**src/rtl/bram_sp_pkg.sv**
```systemverilog
// Shared defaults and depth helper for the bram_sp storage primitive.
package bram_sp_pkg;

    localparam int unsigned BRAM_SP_DATA_W = 8;
    localparam int unsigned BRAM_SP_ADDR_W = 1;

    function automatic int unsigned bram_sp_depth(input int unsigned addr_w);
        return 32'(1) << addr_w;
    endfunction

endpackage

```
**src/rtl/bram_sp_outreg.sv**
```systemverilog
// Output pipeline register placed after the read register, async active-low reset.
module bram_sp_outreg #(
    parameter int unsigned DATA_WIDTH = 8
) (
    input  logic                  clk,
    input  logic                  rst_n,
    input  logic [DATA_WIDTH-1:0] d,
    output logic [DATA_WIDTH-1:0] q
);

    always_ff @(posedge clk or negedge rst_n) begin
        if (!rst_n) begin
            q <= '0;
        end else begin
            q <= d;
        end
    end

endmodule

```
**src/rtl/bram_sp.sv**
```systemverilog
// Simple-dual-address synchronous RAM, read-first on collision, output register reset only.
// Define BRAM_SP_OUTREG_EN to add a second output register stage (read latency 2).
module bram_sp
    import bram_sp_pkg::*;
#(
    parameter int unsigned DATA_WIDTH = BRAM_SP_DATA_W,
    parameter int unsigned ADDR_WIDTH = BRAM_SP_ADDR_W
) (
    input  logic                  clk,
    input  logic                  rst_n,
    input  logic [ADDR_WIDTH-1:0] rd_addr,
    input  logic [ADDR_WIDTH-1:0] wr_addr,
    input  logic [DATA_WIDTH-1:0] d_in,
    input  logic                  we,
    output logic [DATA_WIDTH-1:0] d_out
);

    localparam int unsigned DEPTH = bram_sp_depth(ADDR_WIDTH);

    logic [DATA_WIDTH-1:0] mem [DEPTH];
    logic [DATA_WIDTH-1:0] rd_q;
    logic                  wr_en_c;

    // Writes are dropped while reset is held so contents survive a reset pulse.
    assign wr_en_c = we & rst_n;

    always_ff @(posedge clk) begin
        if (wr_en_c) begin
            mem[wr_addr] <= d_in;
        end
    end

    // Read register sees the pre-write word, giving read-first collision behaviour.
    always_ff @(posedge clk or negedge rst_n) begin
        if (!rst_n) begin
            rd_q <= '0;
        end else begin
            rd_q <= mem[rd_addr];
        end
    end

`ifdef BRAM_SP_OUTREG_EN
    bram_sp_outreg #(
        .DATA_WIDTH(DATA_WIDTH)
    ) u_outreg (
        .clk  (clk),
        .rst_n(rst_n),
        .d    (rd_q),
        .q    (d_out)
    );
`else
    assign d_out = rd_q;
`endif

endmodule

```
**config.mk**
```make
export PLATFORM = sky130hd
export DESIGN_NAME = bram_sp
export DESIGN_NICKNAME = d
export VERILOG_FILES = /design/src/rtl/bram_sp_pkg.sv /design/src/rtl/bram_sp_outreg.sv /design/src/rtl/bram_sp.sv
export SDC_FILE = /design/constraint.sdc
export NUM_CORES = 1
export LEC_CHECK = 0
export ABC_AREA = 1
export CELL_PAD_IN_SITES_DETAIL_PLACEMENT = 1
export CELL_PAD_IN_SITES_GLOBAL_PLACEMENT = 2
export CORE_UTILIZATION = 35
export CTS_BUF_LIST = sky130_fd_sc_hd__clkbuf_4 sky130_fd_sc_hd__clkbuf_8
export DETAILED_ROUTE_END_ITERATION = 16
export PLACE_DENSITY_LB_ADDON = 0.1
export SYNTH_ARGS = -nofsm -noshare
export SYNTH_HDL_FRONTEND = slang
export SYNTH_HIERARCHICAL = 1
export SYNTH_SLANG_ARGS = --single-unit
export TNS_END_PERCENT = 20
```
**constraint.sdc**
```tcl
create_clock -name clk -period 1.2 [get_ports clk]
set_clock_uncertainty 0.2 [all_clocks]
set_input_delay 0.3 -clock clk [delete_from_list [all_inputs] [get_ports clk]]
set_output_delay 0.3 -clock clk [all_outputs]
set_load 0.005 [all_outputs]
```
=== After elaboration in Yosys (flattened, before gate mapping) ===
Memory sizes are Yosys's and may differ from the RTL's. A register that Yosys moved wholly into a read port is not among the register bits.
Cells that the tools add are included.

* Bits in registers: 0
* Memory bits (writable): 16
* Memories kept: 1
* Word-level logic and storage cells: 5
* Bits of input ports: 13

{| class="wikitable"
|+ Memory list
! name !! words !! bits a word !! read ports !! clocked after memory_dff !! wr ports !! RTL line !! source
|-
| mem || 2 || 8 || 1 || 1 || 1 || bram_sp.sv:20 || <nowiki>logic [DATA_WIDTH-1:0] mem [DEPTH];</nowiki>
|}

* Bitwise logic cells: 1
* Reduce and logical (&&, ||, !) cells: 1
* Mux-type cells: 2

{| class="wikitable"
|+ Operators by type and width
! operator !! number
|-
| 2-to-1 mux 1 bit || 2
|-
| AND 1 bit || 1
|-
| zero test 1 bit || 1
|}

=== Depth between registers and ports, before layout ===
Gate-level depths: netlist of the first run.

* Depth in word-level cells: 3
* Gate-level depth with buffers: 4
* Mapped depth without buffers: 3

=== Worst setup path after synthesis of the first run ===
Ideal clock, no wire load.

* Path kind: in2reg
* From: input port we
* To: memory mem[0][0] (enable)
* Data required time: 629 ps
* Arrival: 722 ps
* Cell stages on the path: 2
* Path slack: -93 ps
* Cell sequence: nand2_1 -> nor2_1

* Longest elaborated chain between the ends: 3

{| class="wikitable"
|+ RTL lines
! what !! RTL line !! source
|-
| from (decl) || bram_sp.sv:14 || <nowiki>input logic we,</nowiki>
|-
| AND 1 bit || bram_sp.sv:25 || <nowiki>assign wr_en_c = we & rst_n;</nowiki>
|-
| 2-to-1 mux 1 bit || bram_sp.sv:28 || <nowiki>if (wr_en_c) begin</nowiki>
|-
| 2-to-1 mux 1 bit (implied by the code) || bram_sp.sv:29 || <nowiki>mem[wr_addr] <= d_in;</nowiki>
|-
| to (decl) || bram_sp.sv:20 ||
|}

Every way passes these cells.

=== Final worst setup path of the first run ===
* From: register rd_q[2] (netlist: d_out[2]), read port of mem
* To: output port d_out[2]

{| class="wikitable"
|+ RTL lines
! what !! RTL line !! source
|-
| from (decl) || bram_sp.sv:21 || <nowiki>logic [DATA_WIDTH-1:0] rd_q;</nowiki>
|-
| to (decl) || bram_sp.sv:15 || <nowiki>output logic [DATA_WIDTH-1:0] d_out</nowiki>
|}

No word-level cell between the ends.

==> results of run 1 <==
[sequential cells by signal (all words and copies together), names as in the netlist]
signal and cells:
d_out 8, mem 16
[worst register-to-register path, delay by kind of cell, from the launching register on]
| kind | cells | cell delay [ns] |
|---|---|---|
| flip-flops | 1 | 0.40 |
| AND/OR/NAND/NOR | 2 | 0.14 |
[placed cells by master (no fill, tap or decap)]
cell and n:
nor2_2 1, nor2_4 1, nand2_1 24, dfrtp_1 8, buf_4 5, dlymetal6s2s_1 3, inv_1 1, buf_6 2
clkinv_1 1, clkdlybuf4s50_1 9, clkbuf_4 3, edfxtp_1 16, buf_2 8, dlygate4sd3_1 1, nand2_2 1, inv_2 1
[cell families (layout without fill, tap and decap cells)]
family                 count (synthesis)  after routing  share of synthesized area
AND/OR/NAND/NOR                       27             27                      0.127
flip-flops                            24             24                      0.850
buffers and inverters                  3             34                     0.0234
[layout make-up]
class | instances | area, um2 | share of cell area
timing repair buffer | 28 | 238 | 0.216
clock buffer | 3 | 22.5 | 0.0205
multi-input combinational | 27 | 114 | 0.104
inverter | 2 | 7.51 | 0.00683
tap | 27 | 33.8 | 0.0307
sequential | 24 | 681 | 0.619
clock inverter | 1 | 3.75 | 0.00341
[metal layers]
layer	GRT usage	wire length, um	vias up
li1	-	-	238
met1	0.147	583	224
met2	0.248	711	19
met3	0.0679	97	0
met4	0.0286	0	0
met5	0	0	-
[repair_timing]
item | CTS | global route
gates cloned | 0 | 0
hold buffers | 0 | 1
hold endpoints to repair | 0 | 8
gates resized for setup | 32 | 9
pin swaps | 0 | 2
endpoints found under the setup margin | 24 | 24
[final timing paths]
check | slack [ns] | start | end | cells past startpoint
setup / recovery | -0.13 | d_out[2] | d_out[2] | 1
hold / removal | 0.26 | mem[0][2] | d_out[2] | 2
setup reg to reg | 0.36 | mem[1][0] | d_out[0] | 2
hold reg to reg | 0.26 | mem[0][2] | d_out[2] | 2
max in group asynchronous | 0.39 | rst_n | d_out[0] | 3
min in group asynchronous | 0.29 | rst_n | d_out[2] | 3
[power groups by stage]
stage	clock network [mW]	logic, mW	registers [mW]
2_1_floorplan	0	0.0338	0.963
3_3_place_gp	0	0.145	0.960
3_5_place_dp	0	0.147	0.963
4_1_cts	0.360	0.129	0.944
5_1_grt	0.405	0.148	0.948
6_report	0.338	0.134	0.943
[metrics by stage]
stage | instances | hold slack [ns] | utilization | cell area, um2 | setup TNS [ns]
finish | 112 | 0.259 | 0.533 | 1100 | -0.797
global route | 112 | 0.247 | 0.533 | 1100 | -1.29
CTS | 111 | 0.0986 | 0.515 | 1060 | -3.16
detailed placement | 107 | 0.231 | 0.522 | 1080 | -10.02
global placement | 107 | 0.229 | 0.522 | 1080 | -9.37
floorplan | 54 | -0.196 | - | 801 | -1.49
==> key figures, run 1 <==
Run status
  – Status: finished, violations left
  – Violated checks: setup timing

Power and ir drop
  – Final Power: 1.41 mW
  – Sequential power share: 0.666
  – PwrDens: 1290 nW/um2
  – P_sw: 288 uW
  – Clock network power share: 0.239
  – Comb pwr share: 0.094
  – Sw frac: 0.204
  – Leak: 0.493 nW
  – Peak supply drop: 0.872 mV
  – Cell-internal power: 1.13 mW

Floorplanning
  – DIE AREA: 2480 um2
  – Std cell rows: 16
  – IO Count: 21
  – Die Height: 49.8 um
  – Core area: 2060 um2
  – Die width: 49.8 um
  – Starting Density: 0.388

Critical path
  – Data arrival time of the worst path: 0.83 ns
  – Top Family by Delay on Critical Path: flip-flops
  – Critical Path, Cell by Cell: buf_2
  – Crit. End Element: output pin
  – Crit path launch type: register
  – Req. time, crit path: 0.70 ns
  – Buffers & Inverters on Critical Path: 1
  – CP max FO: 1
  – Critical Path Slowest Stage Cell: dfrtp_1
  – CP Class: reg2out
  – Largest stage delay, worst path: 0.40 ns

Logic synthesis
  – Synth cell types: 7
  – Synth Area per Inst: 14.8 um2
  – #FFs+latches synth: 24
  – Post-synth top area cell: edfxtp_1
  – Top cells by count, synth: 25 x nand2_1, 16 x edfxtp_1, 8 x dfrtp_1
  – Gate count after technology mapping: 54
  – Ys async rst share: 0.333
  – Post-synth EDFFs: 16
  – Most frequent cell after synthesis: nand2_1
  – Synth Net Count: 67
  – Syn Std Cell Area: 801 um2
  – YS warnings: 6
  – Top cells by area, synth: edfxtp_1 60%, dfrtp_1 25%, nand2_1 12%
  – Main synth FF type: edfxtp_1
  – Seq/Total Area, Yosys: 0.850
  – Top-area cell type share of the netlist area: 0.600

Place
  – Port Buffers: 20
  – RD Place Congestion: 0.717
  – Dpl hpwl: 1090 um
  – Pre-CTS WS: -0.490 ns

Global routing
  – First-pass GRT wire length: 2370 um
  – Initial antenna violation count: 0
  – Pin count of the biggest net entering global routing: 14
  – Total grt overflow: 0
  – Vias in the first global route: 522
  – Total global-route track usage: 0.139

Cells and area
  – Area Growth Syn to Fin: 37.3%
  – Antenna diode count: 0
  – Nets: 99
  – Share of layout cells above drive strength 1: 0.259
  – Fill cells: 225

STA
  – Max Slew Vio Count: 0
  – Min Tclk post-route: 1.33 ns
  – RSZ-0062 raised after global routing: yes
  – Final Cycle Share: 1.11
  – Actual slew at the worst max-slew pin: 0.157 ns
  – Max-slew headroom: 0.895
  – F_max: 0.750 GHz
  – Setup ws final: -0.134 ns
  – Final hold violations: 0
  – Final number of setup-violating endpoints: 8

Clocking
  – Clk buf depth: 2
  – Root buf cell: clkbuf_4
  – Skew-Pair Late Insertion Delay: 0.30 ns
  – TritonCTS Buffers: 3
  – CTS tree: built
  – CTS sink cnt: 24
  – Setup Buffers After CTS: 0
  – Clock transition at path regs: 0.12 ns
  – H-tree levels: 1

Routing
  – 1st-iter DRT viols: 6
  – Drt pass-1 iters: 2
  – ANT nets after route: 0
  – Total wire length: 1390 um
  – DR vias/cell: 4.29
  – Wire length per cell: 12.4 um
  – DR vias: 481
  – DR DRC count: 0

Min path
  – HP Class: reg2reg

Flow run
  – Max-cap violations: 0
Power figures use the tool's default switching activity.
==> inputs of run 2 (changes only) <==
--- a/config.mk
+++ b/config.mk
@@ -10,8 +10,9 @@
 export CELL_PAD_IN_SITES_GLOBAL_PLACEMENT = 2
 export CORE_UTILIZATION = 35
 export CTS_BUF_LIST = sky130_fd_sc_hd__clkbuf_4 sky130_fd_sc_hd__clkbuf_8
+export CTS_CLUSTER_SIZE = 28
 export DETAILED_ROUTE_END_ITERATION = 16
-export PLACE_DENSITY_LB_ADDON = 0.1
+export PLACE_DENSITY_LB_ADDON = 0.08
 export SYNTH_ARGS = -nofsm -noshare
 export SYNTH_HDL_FRONTEND = slang
 export SYNTH_HIERARCHICAL = 1
==> constraint.sdc (replaced) <==
create_clock -name clk -period 1.2 [get_ports clk]
set_clock_uncertainty 0.2 [all_clocks]
set_input_delay 0.3 -clock clk [delete_from_list [all_inputs] [get_ports clk]]
set_output_delay 0.3 -clock clk [all_outputs]
set_load 0.1 [all_outputs]
==> key figures, run 2 (same netlist as run 1, synthesis figures left out) <==
Cells and area
  – Share of layout cells above drive strength 1: 0.321
  – Post-Layout Cell Count: 111
  – Post-route cell area: 1220 um2
  – Register area: 686 um2
  – Nets: 98
  – Largest register by flop count: mem
  – Commonest non-fill, non-tap cell in the layout: nand2_1
  – Multi-input combinational cell area: 114 um2
  – Antenna diode count: 0
  – Most frequent cells in the layout: 24 x nand2_1, 16 x edfxtp_1, 9 x clkdlybuf4s50_1, 8 x buf_12, 5 x buf_4
  – Final Util: 0.590
  – Fill cells: 201
  – Max FFs per register: 16
  – Area Growth Syn to Fin: 52.0%

Clocking
  – Root buf cell: clkbuf_4
  – CTS sink cnt: 24
  – H-tree levels: 1
  – CTS tree: built
  – Clk buf depth: 2
  – TritonCTS Buffers: 3
  – Skew-Pair Late Insertion Delay: 0.30 ns
  – Setup Buffers After CTS: 0
  – Clock transition at path regs: 0.12 ns

Critical path
  – CP Class: reg2out
  – CP max FO: 1
  – Req. time, crit path: 0.70 ns
  – Cell depth of the worst flop-to-flop path: 2
  – Crit path launch type: register
  – Data arrival time of the worst path: 0.90 ns
  – Setup crit start: d_out[2]
  – Top Family by Delay on Critical Path: flip-flops
  – Levels on crit path: 1
  – Reg-to-reg startpoint: mem[1][1]
  – Buffers & Inverters on Critical Path: 1
  – Largest stage delay, worst path: 0.43 ns
  – Critical Path, Cell by Cell: buf_12
  – Critical Path Slowest Stage Cell: dfrtp_2
  – Crit. End Element: output pin

STA
  – Setup ws final: -0.202 ns
  – Final hold violations: 0
  – Min Tclk post-route: 1.40 ns
  – Hold WS: 0.260 ns
  – Final number of setup-violating endpoints: 8
  – Actual slew at the worst max-slew pin: 0.125 ns
  – Setup TNS: -1.55 ns
  – RSZ-0062 raised after global routing: yes
  – Max Slew Vio Count: 0
  – F_max: 0.713 GHz
  – Max-slew headroom: 0.916
  – Final Cycle Share: 1.17

Place
  – Placed insts: 106
  – Dpl hpwl: 1070 um
  – Placed inst area: 1150 um2
  – Pre-CTS WS: -0.501 ns
  – Port Buffers: 20
  – RD Place Congestion: 0.651

Routing
  – DR DRC count: 0
  – DR vias/cell: 4.35
  – Wire length per cell: 12.4 um
  – DR vias: 483
  – ANT nets after route: 0
  – Total wire length: 1370 um
  – Drt pass-1 iters: 4
  – 1st-iter DRT viols: 3

Min path
  – Hold path startpoint: mem[0][4]
  – Worst Hold Path Cells: 2
  – HP Class: reg2reg

Global routing
  – Pin count of the biggest net entering global routing: 14
  – Total grt overflow: 0
  – Initial antenna violation count: 0
  – Vias in the first global route: 580
  – First-pass GRT wire length: 2530 um
  – Total global-route track usage: 0.140

Floorplanning
  – Die Height: 49.8 um
  – Std cell rows: 16
  – IO Count: 21
  – Starting Density: 0.388
  – Core area: 2060 um2
  – DIE AREA: 2480 um2
  – Die width: 49.8 um

Run status
  – Violated checks: setup timing
  – Status: finished, violations left

Power and ir drop
  – Leak: 0.527 nW
  – Final Power: 1.66 mW
  – Peak supply drop: 0.752 mV
  – PwrDens: 1360 nW/um2

Flow run
  – Max-cap violations: 0
==> run 2: changes by cell type in the layout (fill, tap and decap cells not counted), sizes merged <==
cell	delta
buf	-1
clkbuf	+1
clkinv	-1
==> run 2: what timing repair did <==
action	CTS	global route
hold buffers	0	1
gates cloned	0	0
endpoints found under the hold margin	0	8
resized for setup	3	6
setup endpoints to repair	24	24
==> run 2: per-layer routing <==
metal / up-vias / wire [um] / track usage
met5: - / 0 / 0
met4: 0 / 17 / 0.0714
met3: 2 / 87 / 0.0309
met2: 20 / 698 / 0.252
met1: 225 / 570 / 0.151
li1: 236 / - / -
==> run 2: where the power goes <==
part / internal (mW) / total (mW) / switching [mW] / leakage [nW]
clock network: 0.152 / 0.365 / 0.213 / 0.0184
registers: 0.934 / 0.958 / 0.0238 / 0.238
logic: 0.132 / 0.335 / 0.202 / 0.270
==> run 2: path summary, 6_finish.rpt <==
check	to	slack, ns
min reg2reg	d_out[4]	0.26
max	d_out[2]	-0.20
min	d_out[4]	0.26
min in group asynchronous	d_out[1]	0.29
max in group asynchronous	d_out[2]	0.38
max reg2reg	d_out[1]	0.34
==> run 2: final cells by class <==
class	count	area share
Sequential cell	24	0.563
Timing Repair Buffer	27	0.285
Multi-Input combinational cell	27	0.0935
Tap cell	27	0.0277
Clock buffer	4	0.0247
Inverter	2	0.00617
==> run 2: worst reg2reg max path: cells and delay by family, from the launching register on <==
family	cells	cell delay [ns]
flops	1	0.40
simple gates	2	0.16
==> inputs of run 3 (changes only) <==
--- a/config.mk
+++ b/config.mk
@@ -6,6 +6,7 @@
 export NUM_CORES = 1
 export LEC_CHECK = 0
 export ABC_AREA = 1
+export CAP_MARGIN = 10
 export CELL_PAD_IN_SITES_DETAIL_PLACEMENT = 1
 export CELL_PAD_IN_SITES_GLOBAL_PLACEMENT = 2
 export CORE_UTILIZATION = 35
==> results of run 3 <==
Final layout, timing and power as in run 2 (identical DEF).
